--- config.mk ---
export PLATFORM = sky130hd
export DESIGN_NAME = cmd_packer
export DESIGN_NICKNAME = d
export VERILOG_FILES = /design/src/rtl/cmd_packer_pkg.sv /design/src/rtl/cmd_packer.sv
export SDC_FILE = /design/constraint.sdc
export NUM_CORES = 1
export LEC_CHECK = 0
export BUFFER_PORTS_ARGS = -buffer_cell sky130_fd_sc_hd__buf_2
export CAP_MARGIN = 20
export CORE_MARGIN = 4
export CORE_UTILIZATION = 55
export CTS_CLUSTER_DIAMETER = 80
export DETAILED_ROUTE_END_ITERATION = 16
export PLACE_DENSITY_LB_ADDON = 0.05
export SYNTH_ARGS = -nofsm -noshare
export SYNTH_HDL_FRONTEND = slang
export SYNTH_SLANG_ARGS = --single-unit
export TNS_END_PERCENT = 5
--- constraint.sdc ---
create_clock -name clk -period 3.9 [get_ports clk]
set_input_delay 0.39 -clock clk [delete_from_list [all_inputs] [get_ports clk]]
set_output_delay 0.39 -clock clk [all_outputs]
set_load 0.005 [all_outputs]
--- src/rtl/cmd_packer_pkg.sv ---
// cmd_packer_pkg: definitions shared by the EBI command packer and the scheduler.
//   - CMD_W           : width of one scheduler command {TIME, DATA, ADDR}
//   - *_H / *_L       : bit bounds of the command fields
//   - W_ADDR..W_TIME_HI : word index of each 16-bit EBI word within a command
//   - state_t         : packer state encoding
//   - pack_cmd()      : assembles a command word from its fields
package cmd_packer_pkg;

    localparam int unsigned CMD_W  = 80;

    localparam int unsigned TIME_H = 79;
    localparam int unsigned TIME_L = 48;
    localparam int unsigned DATA_H = 47;
    localparam int unsigned DATA_L = 16;
    localparam int unsigned ADDR_H = 15;
    localparam int unsigned ADDR_L = 0;

    localparam logic [2:0] W_ADDR    = 3'd0;
    localparam logic [2:0] W_DATA_LO = 3'd1;
    localparam logic [2:0] W_DATA_HI = 3'd2;
    localparam logic [2:0] W_TIME_LO = 3'd3;
    localparam logic [2:0] W_TIME_HI = 3'd4;

    typedef enum logic {
        StCollect = 1'b0,
        StPush    = 1'b1
    } state_t;

    function automatic logic [CMD_W-1:0] pack_cmd(
        input logic [31:0] time_f,
        input logic [31:0] data_f,
        input logic [15:0] addr_f
    );
        logic [CMD_W-1:0] c;
        c                = '0;
        c[TIME_H:TIME_L] = time_f;
        c[DATA_H:DATA_L] = data_f;
        c[ADDR_H:ADDR_L] = addr_f;
        return c;
    endfunction

endpackage

--- src/rtl/cmd_packer.sv ---
// cmd_packer: assembles five 16-bit EBI words into one 80-bit scheduler command and writes it
// into the scheduler's command FIFO. Flags commands whose TIME goes backwards, and drops a
// partial command that stalls longer than TIMEOUT_CYCLES idle cycles.
//
// Ports:
//   clk            in   system clock
//   rst            in   asynchronous active-low reset
//   in_data[15:0]  in   EBI word
//   in_valid       in   in_data valid
//   in_ready       out  packer accepts a word (high while collecting)
//   flush          in   drop any partial/pending command and clear TIME history
//   err_clear      in   clear sticky error flags (a same-cycle set wins)
//   cmd_fifo_din   out  registered command {TIME[31:0], DATA[31:0], ADDR[15:0]}
//   cmd_fifo_wr_en out  FIFO write strobe
//   cmd_fifo_full  in   FIFO full
//   cmd_count      out  commands written to the FIFO, wrapping
//   err_order      out  sticky: command TIME below previous command TIME
//   err_timeout    out  sticky: partial command discarded on timeout
module cmd_packer
    import cmd_packer_pkg::*;
#(
    parameter int unsigned TIMEOUT_CYCLES = 1000000,
    parameter int unsigned CNT_W          = 16
) (
    input  logic             clk,
    input  logic             rst,
    input  logic [15:0]      in_data,
    input  logic             in_valid,
    output logic             in_ready,
    input  logic             flush,
    input  logic             err_clear,
    output logic [CMD_W-1:0] cmd_fifo_din,
    output logic             cmd_fifo_wr_en,
    input  logic             cmd_fifo_full,
    output logic [CNT_W-1:0] cmd_count,
    output logic             err_order,
    output logic             err_timeout
);

    // The counter only has to reach TIMEOUT_CYCLES-1.
    localparam int unsigned TMR_W = (TIMEOUT_CYCLES > 1) ? $clog2(TIMEOUT_CYCLES) : 1;
    localparam logic [TMR_W-1:0] TMR_LAST =
        TMR_W'((TIMEOUT_CYCLES == 0) ? 0 : TIMEOUT_CYCLES - 1);

    state_t             state_q, state_d;
    logic [2:0]         idx_q, idx_d;
    logic [TMR_W-1:0]   tmr_q, tmr_d;
    logic [15:0]        addr_q, addr_d;
    logic [31:0]        data_q, data_d;
    logic [15:0]        time_lo_q, time_lo_d;
    logic [CMD_W-1:0]   cmd_q, cmd_d;
    logic [CNT_W-1:0]   cnt_q, cnt_d;
    logic [31:0]        last_time_q, last_time_d;
    logic               last_valid_q, last_valid_d;
    logic               err_order_q, err_order_d;
    logic               err_timeout_q, err_timeout_d;

    logic               accept;
    logic               order_set;
    logic               timeout_set;
    logic [31:0]        new_time;

    assign in_ready       = (state_q == StCollect);
    assign accept         = in_valid && in_ready;
    // flush suppresses the write in the same cycle, so the strobe depends on it directly.
    assign cmd_fifo_wr_en = (state_q == StPush) && !cmd_fifo_full && !flush;
    assign new_time       = {in_data, time_lo_q};

    assign cmd_fifo_din   = cmd_q;
    assign cmd_count      = cnt_q;
    assign err_order      = err_order_q;
    assign err_timeout    = err_timeout_q;

    always_comb begin
        state_d      = state_q;
        idx_d        = idx_q;
        tmr_d        = tmr_q;
        addr_d       = addr_q;
        data_d       = data_q;
        time_lo_d    = time_lo_q;
        cmd_d        = cmd_q;
        cnt_d        = cnt_q;
        last_time_d  = last_time_q;
        last_valid_d = last_valid_q;
        order_set    = 1'b0;
        timeout_set  = 1'b0;

        if (flush) begin
            // Any word accepted this cycle is dropped along with the partial command.
            state_d      = StCollect;
            idx_d        = W_ADDR;
            tmr_d        = '0;
            last_valid_d = 1'b0;
        end else begin
            unique case (state_q)
                StCollect: begin
                    if (accept) begin
                        tmr_d = '0;
                        idx_d = idx_q + 3'd1;
                        unique case (idx_q)
                            W_ADDR:    addr_d         = in_data;
                            W_DATA_LO: data_d[15:0]   = in_data;
                            W_DATA_HI: data_d[31:16]  = in_data;
                            W_TIME_LO: time_lo_d      = in_data;
                            W_TIME_HI: begin
                                cmd_d     = pack_cmd(new_time, data_q, addr_q);
                                order_set = last_valid_q && (new_time < last_time_q);
                                idx_d     = W_ADDR;
                                state_d   = StPush;
                            end
                            default:   idx_d          = W_ADDR;
                        endcase
                    end else if ((TIMEOUT_CYCLES != 0) && (idx_q != W_ADDR)) begin
                        if (tmr_q == TMR_LAST) begin
                            idx_d       = W_ADDR;
                            tmr_d       = '0;
                            timeout_set = 1'b1;
                        end else begin
                            tmr_d = tmr_q + 1'b1;
                        end
                    end
                end
                StPush: begin
                    if (!cmd_fifo_full) begin
                        cnt_d        = cnt_q + CNT_W'(1);
                        last_time_d  = cmd_q[TIME_H:TIME_L];
                        last_valid_d = 1'b1;
                        idx_d        = W_ADDR;
                        state_d      = StCollect;
                    end
                end
                default: state_d = StCollect;
            endcase
        end

        // Set has priority over clear.
        err_order_d   = order_set   ? 1'b1 : (err_clear ? 1'b0 : err_order_q);
        err_timeout_d = timeout_set ? 1'b1 : (err_clear ? 1'b0 : err_timeout_q);
    end

    always_ff @(posedge clk or negedge rst) begin
        if (!rst) begin
            state_q       <= StCollect;
            idx_q         <= W_ADDR;
            tmr_q         <= '0;
            addr_q        <= '0;
            data_q        <= '0;
            time_lo_q     <= '0;
            cmd_q         <= '0;
            cnt_q         <= '0;
            last_time_q   <= '0;
            last_valid_q  <= 1'b0;
            err_order_q   <= 1'b0;
            err_timeout_q <= 1'b0;
        end else begin
            state_q       <= state_d;
            idx_q         <= idx_d;
            tmr_q         <= tmr_d;
            addr_q        <= addr_d;
            data_q        <= data_d;
            time_lo_q     <= time_lo_d;
            cmd_q         <= cmd_d;
            cnt_q         <= cnt_d;
            last_time_q   <= last_time_d;
            last_valid_q  <= last_valid_d;
            err_order_q   <= err_order_d;
            err_timeout_q <= err_timeout_d;
        end
    end

endmodule

After elaboration in Yosys (flattened, before gate mapping)

Cells that the tools add are included.

Bits of input ports: 22
Bits in registers: 219
Output and inout port bits: 100
Logic and storage cells: 84

Bitwise logic cells: 3
Reduce and logical (&&, ||, !) cells: 22
Order comparisons: 1
Add/sub/neg operators: 3
Muxes and demuxes: 32
Equality and inequality tests: 10

Operators with widths:

| cell                                          | count |
|---|---|
| 2-to-1 mux 20 bit                             | 5 |
| < comparator 32 bit                           | 1 |
| adder 20 x 1 -> 20 bit, second input constant | 1 |
| == test 20 bit, second input constant         | 1 |
| AND reduction 4 bit                           | 5 |
| 2-to-1 mux 1 bit                              | 19 |
| 2-to-1 mux 3 bit                              | 6 |
| adder 16 x 1 -> 16 bit, second input constant | 1 |
| != test 4 x 1 -> 1 bit, second input constant | 2 |
| == test 3 x 2 -> 1 bit, second input constant | 2 |
| one-hot mux 3 bit (2 select lines)            | 1 |
| AND reduction 3 bit                           | 2 |
| nonzero test 2 bit                            | 3 |
| nonzero test 3 bit                            | 2 |
| logical AND 1 bit                             | 4 |
| != test 2 bit, second input constant          | 2 |
| AND reduction 2 bit                           | 2 |
| OR reduction 4 bit                            | 1 |
| adder 3 x 1 -> 3 bit, second input constant   | 1 |
| == test 3 x 1 -> 1 bit, second input constant | 1 |
| == test 3 bit, second input constant          | 1 |
| logical NOT 3 bit                             | 1 |
| != test 3 bit, second input constant          | 1 |
| inverter 1 bit                                | 3 |
| 2 further kinds                               | 3 |

Logic depth before layout (Yosys ltp)

Gate-level depths: netlist of run 1.

Depth in word-level cells: 7
Mapped depth: 8
Depth with buffers taken out: 7

Worst setup path before layout of run 1

Ideal clock, no wire load.

Path type: register to register
Start: reg tmr_q[12]
End: reg idx_q[0]
Setup time: 0.125 ns
Data required time: 3.775 ns
Setup slack: 2.048 ns
Arrival: 1.728 ns
Clock period less this slack: 1.852 ns
Stages on the path, launching flop included: 6
Cells stage by stage: dfrtp_1 -> or4b_1 -> nor3_4 -> a31o_4 -> a21oi_2 -> mux2_2

Cells in the longest elaborated chain, start to end: 3

RTL lines:

| element                          | line              | text |
|---|---|---|
| start, declared                  | cmd_packer.sv:47  | `logic [TMR_W-1:0] tmr_q, tmr_d;` |
| start signal, assigned           | cmd_packer.sv:158 | `tmr_q <= tmr_d;` |
| == test 20 bit                   | cmd_packer.sv:114 | `if (tmr_q == TMR_LAST) begin` |
| != test 4 x 1 -> 1 bit (no line) | -                 |  |
| AND reduction 3 bit (no line)    | -                 |  |
| end signal, assigned             | cmd_packer.sv:157 | `idx_q <= idx_d;` |
| end, declared                    | cmd_packer.sv:46  | `logic [2:0] idx_q, idx_d;` |

Every way passes these cells.
A chain may end at the register's enable or synchronous reset.

Worst setup path after layout of run 1

Start: reg state_q
End: reg cmd_q[15], in the netlist cmd_fifo_din[15]

Cells in the longest elaborated chain, start to end: 3

RTL lines:

| element                         | line              | text |
|---|---|---|
| start, declared                 | cmd_packer.sv:45  | `state_t state_q, state_d;` |
| start signal, assigned          | cmd_packer.sv:143 | `state_q <= StCollect;` |
| start signal, assigned          | cmd_packer.sv:156 | `state_q <= state_d;` |
| inverter 1 bit (no line) *      | -                 |  |
| logical AND 1 bit               | cmd_packer.sv:64  | `assign accept = in_valid && in_ready;` |
| AND reduction 4 bit (no line) * | -                 |  |
| end signal, assigned            | cmd_packer.sv:162 | `cmd_q <= cmd_d;` |
| end, declared                   | cmd_packer.sv:51  | `logic [CMD_W-1:0] cmd_q, cmd_d;` |

Mark *: on every way between the ends. The rest lies on a longest branch, timed or not.

==> impl_metrics.yaml, run 1 <==
timing:
  holdWs_ns: 0.149
  finalHoldViolCount: 0
  fmaxAchievable_mhz: 385
  post-route-min-period_ns: 2.60
  drv_slew: 0
  rsz0062_at_grt: "false"
  tightestPinTransition_ns: 0.883
  finalSetupViolations: 0
  fin_setup_tns_ns: 0
  relSlewSlack_pct: 41.0
  fin_crit_sh_pct: 66.6
  fin_worst_skew_ns: 0.0169
power:
  power_frac_seq_pct: 49.5
  power.leakage_nw: 5.72
  irDropWorstVdd_mv: 0.401
  clockPowerShare_pct: 41.4
  intPower_mw: 4.20
  p_per_area_nw_per_um2: 490
  report.power.total_mw: 5.41
  switchingPower_mw: 1.22
  switching_share_pct: 22.4
  p_comb_share_pct: 9.1
critical_path:
  setup.worst_path.end_class: "flip-flop"
  critPathMaxFanout: 42
  ff2ff_path_depth: 4
  required_ns: 4.27
  regToRegSetupSlack_ns: 1.30
  critPathBufInv: 1
  slowest_delay_ns: 0.69
  cpMaxStageDelayCell: "and3_4"
  arrival_ns: 2.97
  crit_type: "flip-flop to flip-flop"
  r2r-end: "cmd_fifo_din[15]$_DFFE_PN0P_"
  worstPathCellList: "nor3b_1 > and3_4 > buf_4 > mux2_2"
  startpoint_type: "flip-flop"
  r2r-start: "state_q$_DFF_PN0_"
  path_delay_family: "simple AND/OR/NAND/NOR gates"
synthesis:
  synth_edf_count: 0
  synth.distinct_cells: 46
  async_flop_share_pct: 100
  ys_top_cells_by_area: "dfrtp_1 (58%), mux2_2 (18%), ha_1 (5.1%)"
  synth_area_um2: 9410
  ys_warn_count: 0
  synth-seq-cells: 219
  synth.top_cell.area_share_pct: 58.2
  ys_dominant_reg_cell: "dfrtp_1"
  syn_area_per_cell_um2: 12.9
  ys_seq_area_share_pct: 58.2
  synth_nets: 792
  synth_area_leader_cell: "dfrtp_1"
  netlist_instances: 732
floorplanning:
  die_height_um: 139
  start_util_pct: 56.4
  core_area_um2: 16700
  row_count: 47
  dieArea_um2: 19300
  dieWidth_um: 139
  io_pins: 122
grt:
  grt_max_degree: 108
  track_usage_pct: 20.7
  grt_pass1_wl_um: 33100
  grt-ovfl-total: 0
  grt_pass1_vias: 6314
  antenna_found_initial: 0
final_layout:
  n_antenna_cell: 0
  final_cell_mix: "dfrtp_1 (219), mux2_2 (148), buf_2 (120)"
  post-route-util_pct: 66.2
  final_common_cell: "dfrtp_1"
  drive_gt1_share_pct: 36.7
  area_growth_pct: 17.4
  fillCellCount: 1320
  final_net_count: 920
placement:
  place_congestion: 0.851
  hpwlAfterDp_um: 13600
  port_buffers: 121
hold_path:
  holdPathStages: 2
  whs_endpoint: "err_timeout$_DFFE_PN0P_"
  hold_class: "primary input to flip-flop"
  hold_path_startpoint: "err_clear"
detailed_routing:
  wl_per_cell_um: 17.9
  via_count: 6052
  drc: 0
  vias_per_cell: 5.53
  antenna_left: 0
  wirelength_um: 19600
  drt_iter0_markers: 307
  first_pass_iters: 4
clocking:
  cts_buffers: 23
  cts-resized-gates: 0
  postCtsHoldBufs: 1
  cts_tree: "done"
  clk-insertion-delay-late_ns: 0.50
  cts_max_level: 1
  cts_max_path_buffers: 3
  root_buffer: "clkbuf_16"
  clk_pin_slew_worst_paths_ns: 0.06
  post-cts-setup-buffers: 0
  cts.sinks: 219
flow_run:
  cap_violations: 0
status:
  status: "complete, no violations"
-- how the worst max path moves through the flow --
stage          slack [ns]                      endpoint  cells past startpoint                   from
6_report             1.30  cmd_fifo_din[15]$_DFFE_PN0P_                      4      state_q$_DFF_PN0_
5_1_grt              1.15  cmd_fifo_din[15]$_DFFE_PN0P_                      4      state_q$_DFF_PN0_
4_1_cts              1.32  cmd_fifo_din[15]$_DFFE_PN0P_                      4      state_q$_DFF_PN0_
3_5_place_dp         1.29   cmd_fifo_din[7]$_DFFE_PN0P_                      5                  flush
3_3_place_gp         1.39  cmd_fifo_din[19]$_DFFE_PN0P_                      5                  flush
2_1_floorplan        2.05          idx_q[0]$_DFFE_PN0P_                      5  tmr_q[12]$_DFFE_PN0P_
-- registers in the layout, summed over array words and instances (netlist names), 3 cells and up --
name,count
cmd_count,16
time_lo_q,16
last_time_q,32
data_q,32
idx_q,3
cmd_fifo_din,80
tmr_q,20
addr_q,16
-- synth_stat cells (3+ instances only) --
master / count
nand4_1: 11
nor3b_1: 3
o21ai_0: 38
a21oi_1: 16
nand3_1: 14
xnor2_1: 19
xor2_1: 8
or3_1: 3
nor3_1: 8
nor4_1: 4
and4_1: 3
nand2_1: 62
buf_2: 15
ha_1: 38
inv_1: 40
mux2_2: 148
a21o_1: 7
a22o_1: 3
clkbuf_1: 9
and3_1: 5
nand2b_1: 3
nor2_1: 21
dfrtp_1: 219
o21a_1: 4
-- routing by layer --
metal / wire length (µm) / global-route usage [%]
met2: 9690 / 34.8
met3: 860 / 3.55
met4: 415 / 4.84
met1: 8680 / 28.5
met5: 0 / 0
-- logic make-up (layout without fill, tap and decap cells) --
group / Yosys count / in the layout / synth area share, %
AO/OA/AOI/OAI: 85 / 85 / 5.61
adder cells (fa/ha/maj): 38 / 38 / 5.05
AND/OR/NAND/NOR: 150 / 150 / 8.03
buffers and inverters: 65 / 208 / 2.87
XOR/XNOR: 27 / 27 / 2.51
multiplexers: 148 / 148 / 17.7
flip-flops: 219 / 219 / 58.2
-- area by class of cell --
| type | instances | area [µm²] | area share [%] |
|---|---|---|---|
| Clock buffer | 32 | 669 | 6.06 |
| Clock inverter | 8 | 121 | 1.10 |
| Inverter | 40 | 150 | 1.36 |
| Multi-Input combinational cell | 448 | 3670 | 33.2 |
| Sequential cell | 219 | 5480 | 49.6 |
| Tap cell | 220 | 275 | 2.49 |
| Timing Repair Buffer | 128 | 683 | 6.18 |
-- power by group through the flow --
stage	Combinational, mW	Sequential (mW)	Clock, mW
after floorplan	0.319	2.67	0
after global placement	0.474	2.70	0
after detailed placement	0.500	2.72	0
after CTS	0.506	2.68	2.29
after global routing	0.554	2.71	2.39
final	0.493	2.68	2.24
-- stage by stage --
| stage | cells | area, µm² | worst slack, ns |
|---|---|---|---|
| floorplan | 732 | 9410 | 2.05 |
| detailed placement | 1054 | 10300 | 1.29 |
| CTS | 1095 | 11100 | 1.32 |
| global route | 1095 | 11100 | 1.15 |
| global placement | 1054 | 10300 | 1.39 |
| finish | 1095 | 11100 | 1.30 |
Note: power is estimated with default switching activity, not from simulation.
==> run 2: changes to the inputs <==
CORE_UTILIZATION = 52   (was 55)
clock period = 2.15 ns   (was 3.9 ns; I/O delays follow)
==> impl_metrics.yaml, run 2 (same netlist as run 1, synthesis figures left out) <==
timing:
  rsz0062_at_grt: "true"
  relSlewSlack_pct: 61.3
  fmaxAchievable_mhz: 476
  finalHoldViolCount: 0
  fin_crit_sh_pct: 97.8
  fin_worst_skew_ns: 0.0140
  drv_slew: 0
  finalSetupViolations: 0
  tightestPinTransition_ns: 0.580
  post-route-min-period_ns: 2.10
power:
  power_frac_seq_pct: 49.2
  intPower_mw: 7.63
  switching_share_pct: 22.7
  power.leakage_nw: 5.82
  p_per_area_nw_per_um2: 876
  irDropWorstVdd_mv: 0.655
  clockPowerShare_pct: 41.5
  switchingPower_mw: 2.25
  report.power.total_mw: 9.88
  p_comb_share_pct: 9.3
placement:
  place_congestion: 0.899
  hpwlAfterDp_um: 14200
  port_buffers: 121
  dpl_cell_area_um2: 10400
clocking:
  cts_max_path_buffers: 3
  cts.sinks: 219
  cts_max_level: 1
  root_buffer: "clkbuf_16"
  cts_buffers: 24
  post-cts-setup-buffers: 0
  cts_tree: "done"
  clk-insertion-delay-late_ns: 0.51
  clk_pin_slew_worst_paths_ns: 0.06
critical_path:
  crit_type: "flip-flop to primary output"
  ff2ff_path_depth: 5
  r2r-start: "tmr_q[12]$_DFFE_PN0P_"
  startpoint_type: "flip-flop"
  path_delay_family: "buffers and inverters"
  r2r-end: "idx_q[0]$_DFFE_PN0P_"
  regToRegSetupSlack_ns: 0.07
  setup.worst_path.end_class: "primary output"
  required_ns: 1.93
  slowest_delay_ns: 0.41
  cpMaxStageDelayCell: "nor3b_4"
  critPathMaxFanout: 35
  worstPathCellList: "buf_4 > nor3b_4 > clkbuf_16 > buf_2"
  critPathBufInv: 3
  arrival_ns: 1.89
detailed_routing:
  wirelength_um: 20400
  drt_iter0_markers: 276
  via_count: 6046
  wl_per_cell_um: 18.3
  first_pass_iters: 4
  antenna_left: 0
  vias_per_cell: 5.41
  drc: 0
final_layout:
  seqCellArea_um2: 5480
  fin_area_um2: 11300
  n_antenna_cell: 0
  drive_gt1_share_pct: 38.0
  final_cell_mix: "dfrtp_1 (219), mux2_2 (148), buf_2 (120)"
  area_growth_pct: 19.7
  multi_input_area_um2: 3680
  largest_reg_flops: 80
  final_net_count: 936
  post-route-util_pct: 64.3
  final_common_cell: "dfrtp_1"
  fillCellCount: 1396
grt:
  grt_pass1_wl_um: 33600
  antenna_found_initial: 0
  grt_max_degree: 71
  track_usage_pct: 20.4
  grt-ovfl-total: 0
  grt_pass1_vias: 6482
status:
  status: "complete, no violations"
hold_path:
  hold_path_startpoint: "in_data[15]"
  holdPathStages: 2
  hold_class: "primary input to flip-flop"
  whs_endpoint: "time_lo_q[15]$_DFFE_PN0P_"
floorplanning:
  row_count: 48
  die_height_um: 143
  core_area_um2: 17500
  io_pins: 122
  dieWidth_um: 143
  start_util_pct: 53.7
  dieArea_um2: 20300
flow_run:
  cap_violations: 0
==> run 2: changes by cell type in the layout (fill, tap and decap cells not counted), moves of 2 or more <==
| cell | before | now |
|---|---|---|
| buf_4 | 5 | 12 |
| buf_12 | 1 | 5 |
| clkbuf_16 | 23 | 26 |
| clkinv_2 | 3 | 6 |
| dlygate4sd3_1 | 1 | 3 |
==> run 2: metrics by stage <==
step                      setup TNS, ns  cells  setup WS [ns]  hold slack (ns)
after floorplan                       0    732          0.298          -0.0806
after global placement                0   1071          0.173            0.207
after detailed placement              0   1071         0.0599            0.220
after CTS                             0   1116         0.0137           0.0479
after global routing            -0.0115   1117       -0.00559           0.0636
final                                 0   1117         0.0481           0.0570
==> run 2: power groups by stage <==
| stage | sequential, mW | clock [mW] | combinational, mW |
|---|---|---|---|
| after global placement | 4.90 | 0 | 0.881 |
| after CTS | 4.86 | 4.21 | 0.937 |
| after floorplan | 4.85 | 0 | 0.578 |
| after global routing | 4.92 | 4.37 | 1.04 |
| after detailed placement | 4.93 | 0 | 0.928 |
| final | 4.86 | 4.10 | 0.914 |
==> run 2: what timing repair did <==
action | 4_1_cts | 5_1_grt
gates resized for setup | 0 | 4
hold buffers | 3 | 0
setup endpoints to repair | 0 | 7
endpoints found under the hold margin | 67 | 0
==> run 2: final cells by class <==
class | count | area share, %
flip-flops and latches | 219 | 48.6
multi-input cells | 448 | 32.7
repair buffers | 143 | 7.74
clock buffers | 33 | 6.26
well taps | 225 | 2.50
inverters | 40 | 1.33
clock inverters | 9 | 0.866
==> run 2: metal layers <==
layer  wire length [µm]  track usage, %  up-vias
met1               9100            28.1     3048
met3                815            3.26       31
met4                360            4.40        0
li1                   -               -     2846
met5                  0               0        -
met2              10100            34.6      121
==> run 2: worst max-delay path by stage <==
stage / startpoint / endpoint / slack, ns / cells after the start
3_5_place_dp: idx_q[0]$_DFFE_PN0P_ / tmr_q[12]$_DFFE_PN0P_ / 0.06 / 7
5_1_grt: idx_q[0]$_DFFE_PN0P_ / tmr_q[19]$_DFFE_PN0P_ / -0.006 / 7
6_report: state_q$_DFF_PN0_ / cmd_fifo_wr_en / 0.05 / 4
2_1_floorplan: tmr_q[12]$_DFFE_PN0P_ / idx_q[0]$_DFFE_PN0P_ / 0.30 / 5
3_3_place_gp: tmr_q[12]$_DFFE_PN0P_ / idx_q[0]$_DFFE_PN0P_ / 0.17 / 5
4_1_cts: state_q$_DFF_PN0_ / cmd_fifo_wr_en / 0.01 / 4
==> run 3: changes to the inputs <==
SETUP_SLACK_MARGIN = 0.15   (was not set)
==> impl_metrics.yaml, run 3 (same netlist as run 1, synthesis figures left out) <==
status:
  status: "complete, no violations"
clocking:
  cts_tree: "done"
  root_buffer: "clkbuf_16"
  cts_max_path_buffers: 3
  cts_max_level: 1
  clk-insertion-delay-late_ns: 0.51
  cts_buffers: 24
  clk_pin_slew_worst_paths_ns: 0.06
  cts.sinks: 219
timing:
  post-route-min-period_ns: 2.05
  fin_crit_sh_pct: 95.2
  finalHoldViolCount: 0
  relSlewSlack_pct: 61.4
  finalSetupViolations: 0
  fmaxAchievable_mhz: 489
  drv_slew: 0
  tightestPinTransition_ns: 0.579
  fin_ws_ns: 0.104
  fin_worst_skew_ns: 0.0142
  rsz0062_at_grt: "true"
  fin_setup_tns_ns: 0
detailed_routing:
  antenna_left: 0
  first_pass_iters: 4
  wirelength_um: 20400
  via_count: 6046
  drc: 0
  drt_iter0_markers: 281
  wl_per_cell_um: 18.3
  vias_per_cell: 5.40
placement:
  pre_cts_slack_ns: 0.0599
  place_congestion: 0.899
  hpwlAfterDp_um: 14200
  port_buffers: 121
floorplanning:
  io_pins: 122
  die_height_um: 143
  dieWidth_um: 143
  dieArea_um2: 20300
  start_util_pct: 53.7
  row_count: 48
  core_area_um2: 17500
grt:
  grt_pass1_vias: 6485
  antenna_found_initial: 0
  grt-ovfl-total: 0
  track_usage_pct: 20.4
  grt_pass1_wl_um: 33600
  grt_max_degree: 71
final_layout:
  final_common_cell: "dfrtp_1"
  n_antenna_cell: 0
  final_net_count: 939
  final_cell_mix: "dfrtp_1 (219), mux2_2 (148), buf_2 (120)"
  drive_gt1_share_pct: 38.5
  fillCellCount: 1394
  largest_reg_flops: 80
  area_growth_pct: 20.2
critical_path:
  required_ns: 2.54
  critPathMaxFanout: 10
  startpoint_type: "flip-flop"
  arrival_ns: 2.44
  crit_type: "flip-flop to flip-flop"
  setup.worst_path.end_class: "flip-flop"
flow_run:
  cap_violations: 0
power:
  power.leakage_nw: 5.85
  p_per_area_nw_per_um2: 873
  irDropWorstVdd_mv: 0.655
hold_path:
  hold_class: "primary input to flip-flop"
==> run 3: changes by cell type in the layout (fill, tap and decap cells not counted) <==
cell	change
buf_4	+3
a21oi_2	-1
a21oi_4	+1
nor3_1	-1
nor3_2	+1
nor3b_1	-1
nor3b_2	+1
or4_1	-1
or4_4	+1
==> run 3: timing repair <==
action,4_1_cts,5_1_grt
setup endpoints to repair,8,53
cloned,0,1
buffers inserted,1,2
hold endpoints to repair,67,0
hold buffers,3,0
gates resized for setup,1,7
pin swaps,0,2
==> run 3: layer usage <==
metal | GRT usage (%) | up-vias | wire, µm
li1 | - | 2854 | -
met1 | 28.1 | 3059 | 9240
met2 | 34.6 | 102 | 10100
met3 | 3.26 | 31 | 753
met4 | 4.40 | 0 | 361
met5 | 0 | - | 0
==> run 3: power by group <==
group	total, mW	switching [mW]	internal, mW	leakage, nW
clock network	4.09	1.57	2.52	0.399
logic	0.918	0.412	0.506	2.64
registers	4.86	0.256	4.60	2.81
total	9.87	2.24	7.63	5.85
==> run 3: stage by stage <==
stage | area, µm² | total power [mW] | util, % | hold WS [ns] | std cells
after global placement | 10400 | 5.78 | 59.4 | 0.207 | 1071
after CTS | 11300 | 10.0 | 64.2 | 0.0479 | 1117
after global routing | 11300 | 10.3 | 64.5 | 0.0636 | 1120
final | 11300 | 9.87 | 64.5 | 0.0560 | 1120
after floorplan | 9410 | 5.43 | - | -0.0806 | 732
after detailed placement | 10400 | 5.86 | 59.4 | 0.220 | 1071
==> run 3: path summary, 6_finish.rpt <==
| path | start | end | slack, ns | depth (start not counted) |
|---|---|---|---|---|
| worst min-delay path | in_data[15] | time_lo_q[15]$_DFFE_PN0P_ | 0.06 | 2 |
| min in group asynchronous | rst | data_q[10]$_DFFE_PN0P_ | 0.27 | 2 |
| worst min register to register | cmd_count[15]$_DFFE_PN0P_ | cmd_count[15]$_DFFE_PN0P_ | 0.48 | 1 |
| worst max register to register | tmr_q[10]$_DFFE_PN0P_ | idx_q[0]$_DFFE_PN0P_ | 0.10 | 5 |
| max in group asynchronous | rst | data_q[3]$_DFFE_PN0P_ | 1.12 | 3 |
| worst max-delay path | tmr_q[10]$_DFFE_PN0P_ | idx_q[0]$_DFFE_PN0P_ | 0.10 | 5 |
==> run 3: critical path, stage by stage (launching register included) <==
cell	delay (ns)
dfrtp_1	0.47
or4_4	0.56
nor3_4	0.28
a31o_4	0.29
a21oi_2	0.07
mux2_2	0.27
==> run 3: final cells by class <==
class                   count  area (µm²)  share of cell area, %
repair buffers            146         895                   7.91
inverters                  40         150                   1.33
well taps                 225         282                   2.49
clock buffers              33         706                   6.24
flip-flops and latches    219        5480                   48.4
clock inverters             9        97.6                  0.863
multi-input cells         448        3700                   32.7
